[config.mk]
export PLATFORM = sky130hd
export DESIGN_NAME = spi_master_ctrl_flat
export DESIGN_NICKNAME = d
export VERILOG_FILES = /design/src/rtl/spi_master_ctrl_if.sv /design/src/rtl/spi_master_ctrl.sv /design/src/flat_wrapper.sv
export SDC_FILE = /design/constraint.sdc
export NUM_CORES = 1
export LEC_CHECK = 0
export CORE_MARGIN = 4
export CORE_UTILIZATION = 50
export CTS_CLUSTER_DIAMETER = 30
export DETAILED_ROUTE_END_ITERATION = 7
export PLACE_DENSITY_LB_ADDON = 0.12
export SLEW_MARGIN = 10
export SYNTH_ARGS = -nofsm -noshare
export SYNTH_HDL_FRONTEND = slang
export SYNTH_SLANG_ARGS = --single-unit
export TNS_END_PERCENT = 20
[constraint.sdc]
create_clock -name clk -period 3.3 [get_ports clk]
set_input_delay 0.66 -clock clk [delete_from_list [all_inputs] [get_ports clk]]
set_output_delay 0.66 -clock clk [all_outputs]
set_load 0.01 [all_outputs]
[src/rtl/spi_master_ctrl_if.sv]
// Bundles the command, TX FIFO, RX FIFO and SPI pins of the SPI master engine.
// Ports: command (work/op/len/cs_sel/cpol/cpha/div -> busy/done), TX FIFO (tx_rdata/tx_empty -> tx_rd),
// RX FIFO (rx_full -> rx_wdata/rx_wr), SPI pins (miso -> sclk/mosi/scsn). master = engine side, slave = environment side.
interface spi_master_ctrl_if #(
  parameter int DATA  = 8,
  parameter int NCS   = 2,
  parameter int DIV_W = 8,
  parameter int LEN_W = 16
);
  localparam int CSW = (NCS > 1) ? $clog2(NCS) : 1;

  // command side
  logic             work;
  logic             op;
  logic [LEN_W-1:0] len;
  logic [CSW-1:0]   cs_sel;
  logic             cpol;
  logic             cpha;
  logic [DIV_W-1:0] div;
  logic             busy;
  logic             done;
  // TX FIFO read side
  logic [DATA-1:0]  tx_rdata;
  logic             tx_rd;
  logic             tx_empty;
  // RX FIFO write side
  logic [DATA-1:0]  rx_wdata;
  logic             rx_wr;
  logic             rx_full;
  // SPI pins
  logic             sclk;
  logic             mosi;
  logic             miso;
  logic [NCS-1:0]   scsn;

  modport master (
    input  work, op, len, cs_sel, cpol, cpha, div, tx_rdata, tx_empty, rx_full, miso,
    output busy, done, tx_rd, rx_wdata, rx_wr, sclk, mosi, scsn
  );

  modport slave (
    output work, op, len, cs_sel, cpol, cpha, div, tx_rdata, tx_empty, rx_full, miso,
    input  busy, done, tx_rd, rx_wdata, rx_wr, sclk, mosi, scsn
  );
endinterface

[src/rtl/spi_master_ctrl.sv]
// SPI master burst engine: pops TX words, shifts them MSB first in CPOL/CPHA mode, optionally pushes RX words.
// Latency: busy one cycle after work; each word 2*DATA*D SHIFT cycles plus FIFO pop/load/store overhead.
// Backpressure: stalls with SCLK idle and chip select held on TX empty, and on RX full when op=1.
// Ports: clk, rst (synchronous, active-high), bus (spi_master_ctrl_if.master: command, TX/RX FIFO and SPI pins).
module spi_master_ctrl #(
  parameter int DATA  = 8,
  parameter int NCS   = 2,
  parameter int DIV_W = 8,
  parameter int LEN_W = 16
) (
  input  logic              clk,
  input  logic              rst,
  spi_master_ctrl_if.master bus
);
  localparam int CSW = (NCS > 1) ? $clog2(NCS) : 1;
  localparam int EW  = $clog2(2 * DATA);
  localparam logic [EW-1:0] LAST_EDGE = EW'(2 * DATA - 1);

  typedef enum logic [2:0] {
    S_IDLE, S_SETUP, S_FETCH, S_LOAD, S_SHIFT, S_STORE, S_HOLD
  } state_t;

  state_t           r_state;
  logic             r_op;
  logic             r_cpha;
  logic [LEN_W-1:0] r_len;
  logic [DIV_W-1:0] r_div;
  logic [DIV_W-1:0] r_cnt;
  logic [EW-1:0]    r_edge;
  logic             r_ld_wait;
  logic [DATA-1:0]  r_sh;
  logic [DATA-1:0]  r_rx;
  logic             r_busy;
  logic             r_done;
  logic             r_tx_rd;
  logic             r_rx_wr;
  logic [DATA-1:0]  r_rx_wdata;
  logic             r_sclk;
  logic             r_mosi;
  logic [NCS-1:0]   r_scsn;

  logic [NCS-1:0]   w_cs_dec;
  logic [DIV_W-1:0] w_div_eff;
  logic             w_cnt_end;
  logic             w_last_edge;
  logic             w_sample_edge;

  // An out-of-range index matches no line, so the burst runs with every select high.
  always_comb begin
    w_cs_dec = '1;
    for (int i = 0; i < NCS; i++) begin
      if (bus.cs_sel == CSW'(i)) w_cs_dec[i] = 1'b0;
    end
  end

  assign w_div_eff   = (bus.div == '0) ? DIV_W'(1) : bus.div;
  assign w_cnt_end   = (r_cnt == r_div - DIV_W'(1));
  assign w_last_edge = (r_edge == LAST_EDGE);
  // Even edges are leading; cpha=0 samples on leading, cpha=1 on trailing.
  assign w_sample_edge = (r_edge[0] == r_cpha);

  always_ff @(posedge clk) begin
    if (rst) begin
      r_state    <= S_IDLE;
      r_op       <= 1'b0;
      r_cpha     <= 1'b0;
      r_len      <= '0;
      r_div      <= DIV_W'(1);
      r_cnt      <= '0;
      r_edge     <= '0;
      r_ld_wait  <= 1'b0;
      r_sh       <= '0;
      r_rx       <= '0;
      r_busy     <= 1'b0;
      r_done     <= 1'b0;
      r_tx_rd    <= 1'b0;
      r_rx_wr    <= 1'b0;
      r_rx_wdata <= '0;
      r_sclk     <= 1'b0;
      r_mosi     <= 1'b0;
      r_scsn     <= '1;
    end else begin
      r_tx_rd <= 1'b0;
      r_rx_wr <= 1'b0;
      r_done  <= 1'b0;
      case (r_state)
        S_IDLE: begin
          if (bus.work) begin
            r_op   <= bus.op;
            r_len  <= bus.len;
            r_cpha <= bus.cpha;
            r_div  <= w_div_eff;
            r_sclk <= bus.cpol;
            r_cnt  <= '0;
            if (bus.len == '0) begin
              r_done <= 1'b1;
            end else begin
              r_busy  <= 1'b1;
              r_scsn  <= w_cs_dec;
              r_state <= S_SETUP;
            end
          end
        end
        S_SETUP: begin
          if (w_cnt_end) begin
            r_cnt   <= '0;
            r_state <= S_FETCH;
          end else begin
            r_cnt <= r_cnt + DIV_W'(1);
          end
        end
        S_FETCH: begin
          if (!bus.tx_empty) begin
            r_tx_rd   <= 1'b1;
            r_ld_wait <= 1'b1;
            r_state   <= S_LOAD;
          end
        end
        S_LOAD: begin
          // First LOAD cycle is the pop cycle; FIFO data arrives one cycle later.
          if (r_ld_wait) begin
            r_ld_wait <= 1'b0;
          end else begin
            r_cnt  <= '0;
            r_edge <= '0;
            // For cpha=0 the MSB goes out now, so pre-shift it away; every drive edge
            // then simply emits the top bit of r_sh in both modes.
            if (!r_cpha) begin
              r_mosi <= bus.tx_rdata[DATA-1];
              r_sh   <= {bus.tx_rdata[DATA-2:0], 1'b0};
            end else begin
              r_sh <= bus.tx_rdata;
            end
            r_state <= S_SHIFT;
          end
        end
        S_SHIFT: begin
          if (w_cnt_end) begin
            r_cnt  <= '0;
            r_sclk <= ~r_sclk;
            r_edge <= r_edge + EW'(1);
            if (w_sample_edge) begin
              r_rx <= {r_rx[DATA-2:0], bus.miso};
            end else if (!w_last_edge) begin
              r_mosi <= r_sh[DATA-1];
              r_sh   <= {r_sh[DATA-2:0], 1'b0};
            end
            // 2*DATA toggles leave sclk back at cpol.
            if (w_last_edge) r_state <= S_STORE;
          end else begin
            r_cnt <= r_cnt + DIV_W'(1);
          end
        end
        S_STORE: begin
          if (!(r_op && bus.rx_full)) begin
            if (r_op) begin
              r_rx_wr    <= 1'b1;
              r_rx_wdata <= r_rx;
            end
            r_len <= r_len - LEN_W'(1);
            if (r_len == LEN_W'(1)) begin
              r_cnt   <= '0;
              r_state <= S_HOLD;
            end else begin
              r_state <= S_FETCH;
            end
          end
        end
        S_HOLD: begin
          if (w_cnt_end) begin
            r_scsn  <= '1;
            r_done  <= 1'b1;
            r_busy  <= 1'b0;
            r_state <= S_IDLE;
          end else begin
            r_cnt <= r_cnt + DIV_W'(1);
          end
        end
        default: r_state <= S_IDLE;
      endcase
    end
  end

  assign bus.busy     = r_busy;
  assign bus.done     = r_done;
  assign bus.tx_rd    = r_tx_rd;
  assign bus.rx_wr    = r_rx_wr;
  assign bus.rx_wdata = r_rx_wdata;
  assign bus.sclk     = r_sclk;
  assign bus.mosi     = r_mosi;
  assign bus.scsn     = r_scsn;
endmodule

[src/flat_wrapper.sv]
// flat-port wrapper written by rule: the top's interface ports become plain ports
module spi_master_ctrl_flat 
#(
  parameter int DATA  = 8,
  parameter int NCS   = 2,
  parameter int DIV_W = 8,
  parameter int LEN_W = 16
)
  (clk, rst, bus_work, bus_op, bus_len, bus_cs_sel, bus_cpol, bus_cpha, bus_div, bus_tx_rdata, bus_tx_empty, bus_rx_full, bus_miso, bus_busy, bus_done, bus_tx_rd, bus_rx_wdata, bus_rx_wr, bus_sclk, bus_mosi, bus_scsn);
  spi_master_ctrl_if #(.DATA(DATA), .NCS(NCS), .DIV_W(DIV_W), .LEN_W(LEN_W)) bus_i ();
  input  logic clk;
  input  logic rst;
  input wire logic [$bits(bus_i.work)-1:0] bus_work;
  input wire logic [$bits(bus_i.op)-1:0] bus_op;
  input wire logic [$bits(bus_i.len)-1:0] bus_len;
  input wire logic [$bits(bus_i.cs_sel)-1:0] bus_cs_sel;
  input wire logic [$bits(bus_i.cpol)-1:0] bus_cpol;
  input wire logic [$bits(bus_i.cpha)-1:0] bus_cpha;
  input wire logic [$bits(bus_i.div)-1:0] bus_div;
  input wire logic [$bits(bus_i.tx_rdata)-1:0] bus_tx_rdata;
  input wire logic [$bits(bus_i.tx_empty)-1:0] bus_tx_empty;
  input wire logic [$bits(bus_i.rx_full)-1:0] bus_rx_full;
  input wire logic [$bits(bus_i.miso)-1:0] bus_miso;
  output wire logic [$bits(bus_i.busy)-1:0] bus_busy;
  output wire logic [$bits(bus_i.done)-1:0] bus_done;
  output wire logic [$bits(bus_i.tx_rd)-1:0] bus_tx_rd;
  output wire logic [$bits(bus_i.rx_wdata)-1:0] bus_rx_wdata;
  output wire logic [$bits(bus_i.rx_wr)-1:0] bus_rx_wr;
  output wire logic [$bits(bus_i.sclk)-1:0] bus_sclk;
  output wire logic [$bits(bus_i.mosi)-1:0] bus_mosi;
  output wire logic [$bits(bus_i.scsn)-1:0] bus_scsn;
  assign bus_i.work = bus_work;
  assign bus_i.op = bus_op;
  assign bus_i.len = bus_len;
  assign bus_i.cs_sel = bus_cs_sel;
  assign bus_i.cpol = bus_cpol;
  assign bus_i.cpha = bus_cpha;
  assign bus_i.div = bus_div;
  assign bus_i.tx_rdata = bus_tx_rdata;
  assign bus_i.tx_empty = bus_tx_empty;
  assign bus_i.rx_full = bus_rx_full;
  assign bus_i.miso = bus_miso;
  assign bus_busy = bus_i.busy;
  assign bus_done = bus_i.done;
  assign bus_tx_rd = bus_i.tx_rd;
  assign bus_rx_wdata = bus_i.rx_wdata;
  assign bus_rx_wr = bus_i.rx_wr;
  assign bus_sclk = bus_i.sclk;
  assign bus_mosi = bus_i.mosi;
  assign bus_scsn = bus_i.scsn;
  spi_master_ctrl #(.DATA(DATA), .NCS(NCS), .DIV_W(DIV_W), .LEN_W(LEN_W)) u_core (.clk(clk), .rst(rst), .bus(bus_i));
endmodule
==> out/qor.yml <==
rsz0062_at_grt: "false"
p_int_mw: 2.02
pwr_density_cell_nw_per_um2: 683
drc: 0
globalRoute.totalOverflow: 0
antenna_found_initial: 0
worstSkewPairLatency_ns: 0.37
synth.distinct_cells: 64
area_delta_synth_final_pct: 20.9
critPathRequiredTime_ns: 3.54
tritoncts: "built"
grt_max_degree: 38
num_antenna_cells: 0
final.setup.worst_slack_ns: 0.499
finalSetupViolations: 0
ys_warn_count: 0
core_um2: 7730
peakVddDrop_mv: 0.325
postCtsSetupRepairBufs: 0
cts.sinks: 74
numCtsBuffers: 9
fmax_mhz: 357
setup_tns_ns: 0
die_y_um: 97.3
worstSetupEndpointType: "flop"
initial_core_util_pct: 51.6
crit_fanout: 10
clockRootBuffer: "clkbuf_8"
critPathKind: "flop to flop"
cp-startpoint: "u_core.r_div[2]"
fp.dieW_um: 97.3
cts_resized: 0
r2r_cells: 9
async_reset_ff_share_pct: 0
synth_edf_count: 0
die-area_um2: 9460
layout-drive-gt1-share_pct: 10.1
cpPeakStageDelay_ns: 0.51
hold_class: "flop to flop"
swShare_pct: 38.6
clkPwrFrac_pct: 24.3
p_sw_mw: 1.27
syn_nets: 527
ys_seq_area_share_pct: 37.2
holdBufCountCts: 0
p_leak_nw: 1.82
reg2reg_from: "u_core.r_div[2]"
drtIter0Drc: 153
pwr-share-comb_pct: 38.3
finalHoldViolCount: 0
synthFlopType: "dfxtp_1"
pin_count: 58
grt_pass1_vias: 3652
hold_depth: 2
ant_nets: 0
clkSlewWorstSetupHoldPaths_ns: 0.08
synth_top_area_share_pct: 37.2
vias_per_cell: 5.67
dr.pass1.iters: 4
hpwl_um: 6700
power_frac_seq_pct: 37.4
cts_max_level: 3
syn_avg_cell_area_um2: 8.30
worstMarginPinSlew_ns: 0.891
finalMaxSlewViolations: 0
ys_ff_latch: 74
maxCapViolCount: 0
grt.total_usage_pct: 20.1
ctsLongestPathBuffers: 2
syn_area_um2: 3990
syn_inst: 480
status: "finished, final reports clean"
start_kind: "flop"
place.gp.congestion: 0.821
pre_cts_slack_ns: 0.510
crit_chain: "nor4_2, nand2_1, or4b_1, o211ai_2, nor4b_4, buf_4, o31ai_2, o21bai_2, nor2_1"
rows: 32
min_from: "u_core.bus.busy"
layout.nets: 575
grt_pass1_wl_um: 16000
routed_wirelength_um: 9280
ff2ff_setup_slack_ns: 0.50
cp.arrival_ns: 3.04
vias: 3603
finClkSkew_ns: 0.0101
portBuffers: 57
wl_per_cell_um: 14.6
ys_top_cells_by_area: "dfxtp_1 (37%), mux2i_1 (6.3%), nor2_1 (5.5%)"
final.period_utilization_pct: 84.9
cp_slowest_cell: "or4b_1"
relSlewSlack_pct: 40.6
synth_area_leader_cell: "dfxtp_1"
fin_crit_ns: 2.80
## registers in the layout, summed over array words and instances, names as in the netlist
register and count:
u_core.bus.rx_wdata 8, u_core.r_rx 8, u_core.r_state 3, u_core.r_ld_wait 1
u_core.bus.done 1, u_core.bus.sclk 1, u_core.r_edge 4, u_core.r_cnt 8
u_core.r_div 8, u_core.bus.scsn 2, u_core.r_op 1, u_core.bus.tx_rd 1
u_core.bus.busy 1, u_core.r_len 16, u_core.bus.rx_wr 1, u_core.bus.mosi 1
u_core.r_cpha 1, u_core.r_sh 8
## critical path, delay by kind of cell, from the launching register on
kind	cells	cell delay, ns
AOI/OAI and AO/OA	3	0.58
buffers and inverters	1	0.24
DFF	1	0.38
and+or+nand+nor	5	1.47
## path summary, 6_finish.rpt
kind	endpoint
worst max register to register	u_core.r_cnt[3]
worst min register to register	u_core.bus.busy
worst max-delay path	u_core.r_cnt[3]
worst min-delay path	u_core.bus.busy
## final cells by class
| class | count | area (µm²) |
|---|---|---|
| inverters | 11 | 41.3 |
| clock inverters | 7 | 101 |
| flip-flops and latches | 74 | 1480 |
| fillers | 676 | 2910 |
| multi-input cells | 367 | 2320 |
| clock buffers | 9 | 124 |
| well taps | 102 | 128 |
| repair buffers | 65 | 626 |
## cell usage in the layout (no fill, tap or decap), drive strengths merged, types with 6 or more instances in the layout
master,Yosys,final
dfxtp,74,74
nor2,58,58
clkdlybuf4s50,0,56
nand2,52,52
a21oi,36,36
mux2i,25,25
o21ai,20,20
a211oi,16,16
nor3,13,13
o22ai,13,13
nand3,13,13
inv,11,13
xnor2,10,10
nor4,10,10
clkbuf,20,9
buf,8,9
or2,8,8
mux2,8,8
xor2,7,7
or3,6,6
a31oi,6,6
## power groups by stage
stage / Combinational [mW] / Sequential (mW) / Clock (mW)
global placement: 1.22 / 1.24 / 0
detailed placement: 1.26 / 1.25 / 0
CTS: 1.26 / 1.22 / 0.818
global route: 1.41 / 1.26 / 0.842
floorplan: 1.01 / 1.18 / 0
finish: 1.26 / 1.23 / 0.800
## synthesized netlist by cell type, types with 3 or more instances
| cell | n |
|---|---|
| nand4b_1 | 3 |
| nor4_1 | 7 |
| and2_1 | 4 |
| o22ai_1 | 13 |
| nor2b_1 | 4 |
| o21ai_1 | 5 |
| a211oi_1 | 16 |
| and3_1 | 5 |
| nand3_1 | 12 |
| mux2i_1 | 25 |
| a31oi_1 | 5 |
| a21oi_1 | 36 |
| nand4_1 | 4 |
| buf_4 | 4 |
| nor2_1 | 58 |
| clkbuf_1 | 18 |
| nand2_1 | 52 |
| or3_1 | 5 |
| ha_1 | 5 |
| a22oi_1 | 4 |
| xnor2_1 | 10 |
| a221oi_1 | 3 |
| mux2_2 | 7 |
| xor2_1 | 7 |
| nor4_2 | 3 |
| inv_1 | 11 |
| dfxtp_1 | 74 |
| nor3_1 | 13 |
| nand2b_1 | 3 |
| or2_2 | 8 |
| o21ai_0 | 15 |
## kinds of logic after synthesis
logic type                 synth area share (%)
and+or+nand+nor                            24.2
DFF                                        37.2
adders and majority gates                  1.57
AOI/OAI and AO/OA                          20.0
muxes                                      8.54
xor gates and xnor gates                   3.74
buffers and inverters                      4.77
## metal layers
layer / share of wire (%) / global-route usage (%)
met1: 44 / 23.5
met2: 49 / 35.3
met3: 5.1 / 5.24
met4: 1.5 / 7.67
met5: 0 / 0
## metrics by stage
stage | power (mW) | util, % | hold WS, ns | instance area, µm² | instances
final | 3.29 | 62.4 | 0.463 | 4820 | 635
after global placement | 2.47 | 59.5 | 0.450 | 4590 | 619
after floorplan | 2.19 | - | 0.436 | 3990 | 480
after detailed placement | 2.50 | 59.5 | 0.453 | 4590 | 619
after CTS | 3.30 | 62.4 | 0.468 | 4820 | 635
after global routing | 3.52 | 62.4 | 0.479 | 4820 | 635
No activity file was read; power rests on OpenSTA's default activity.
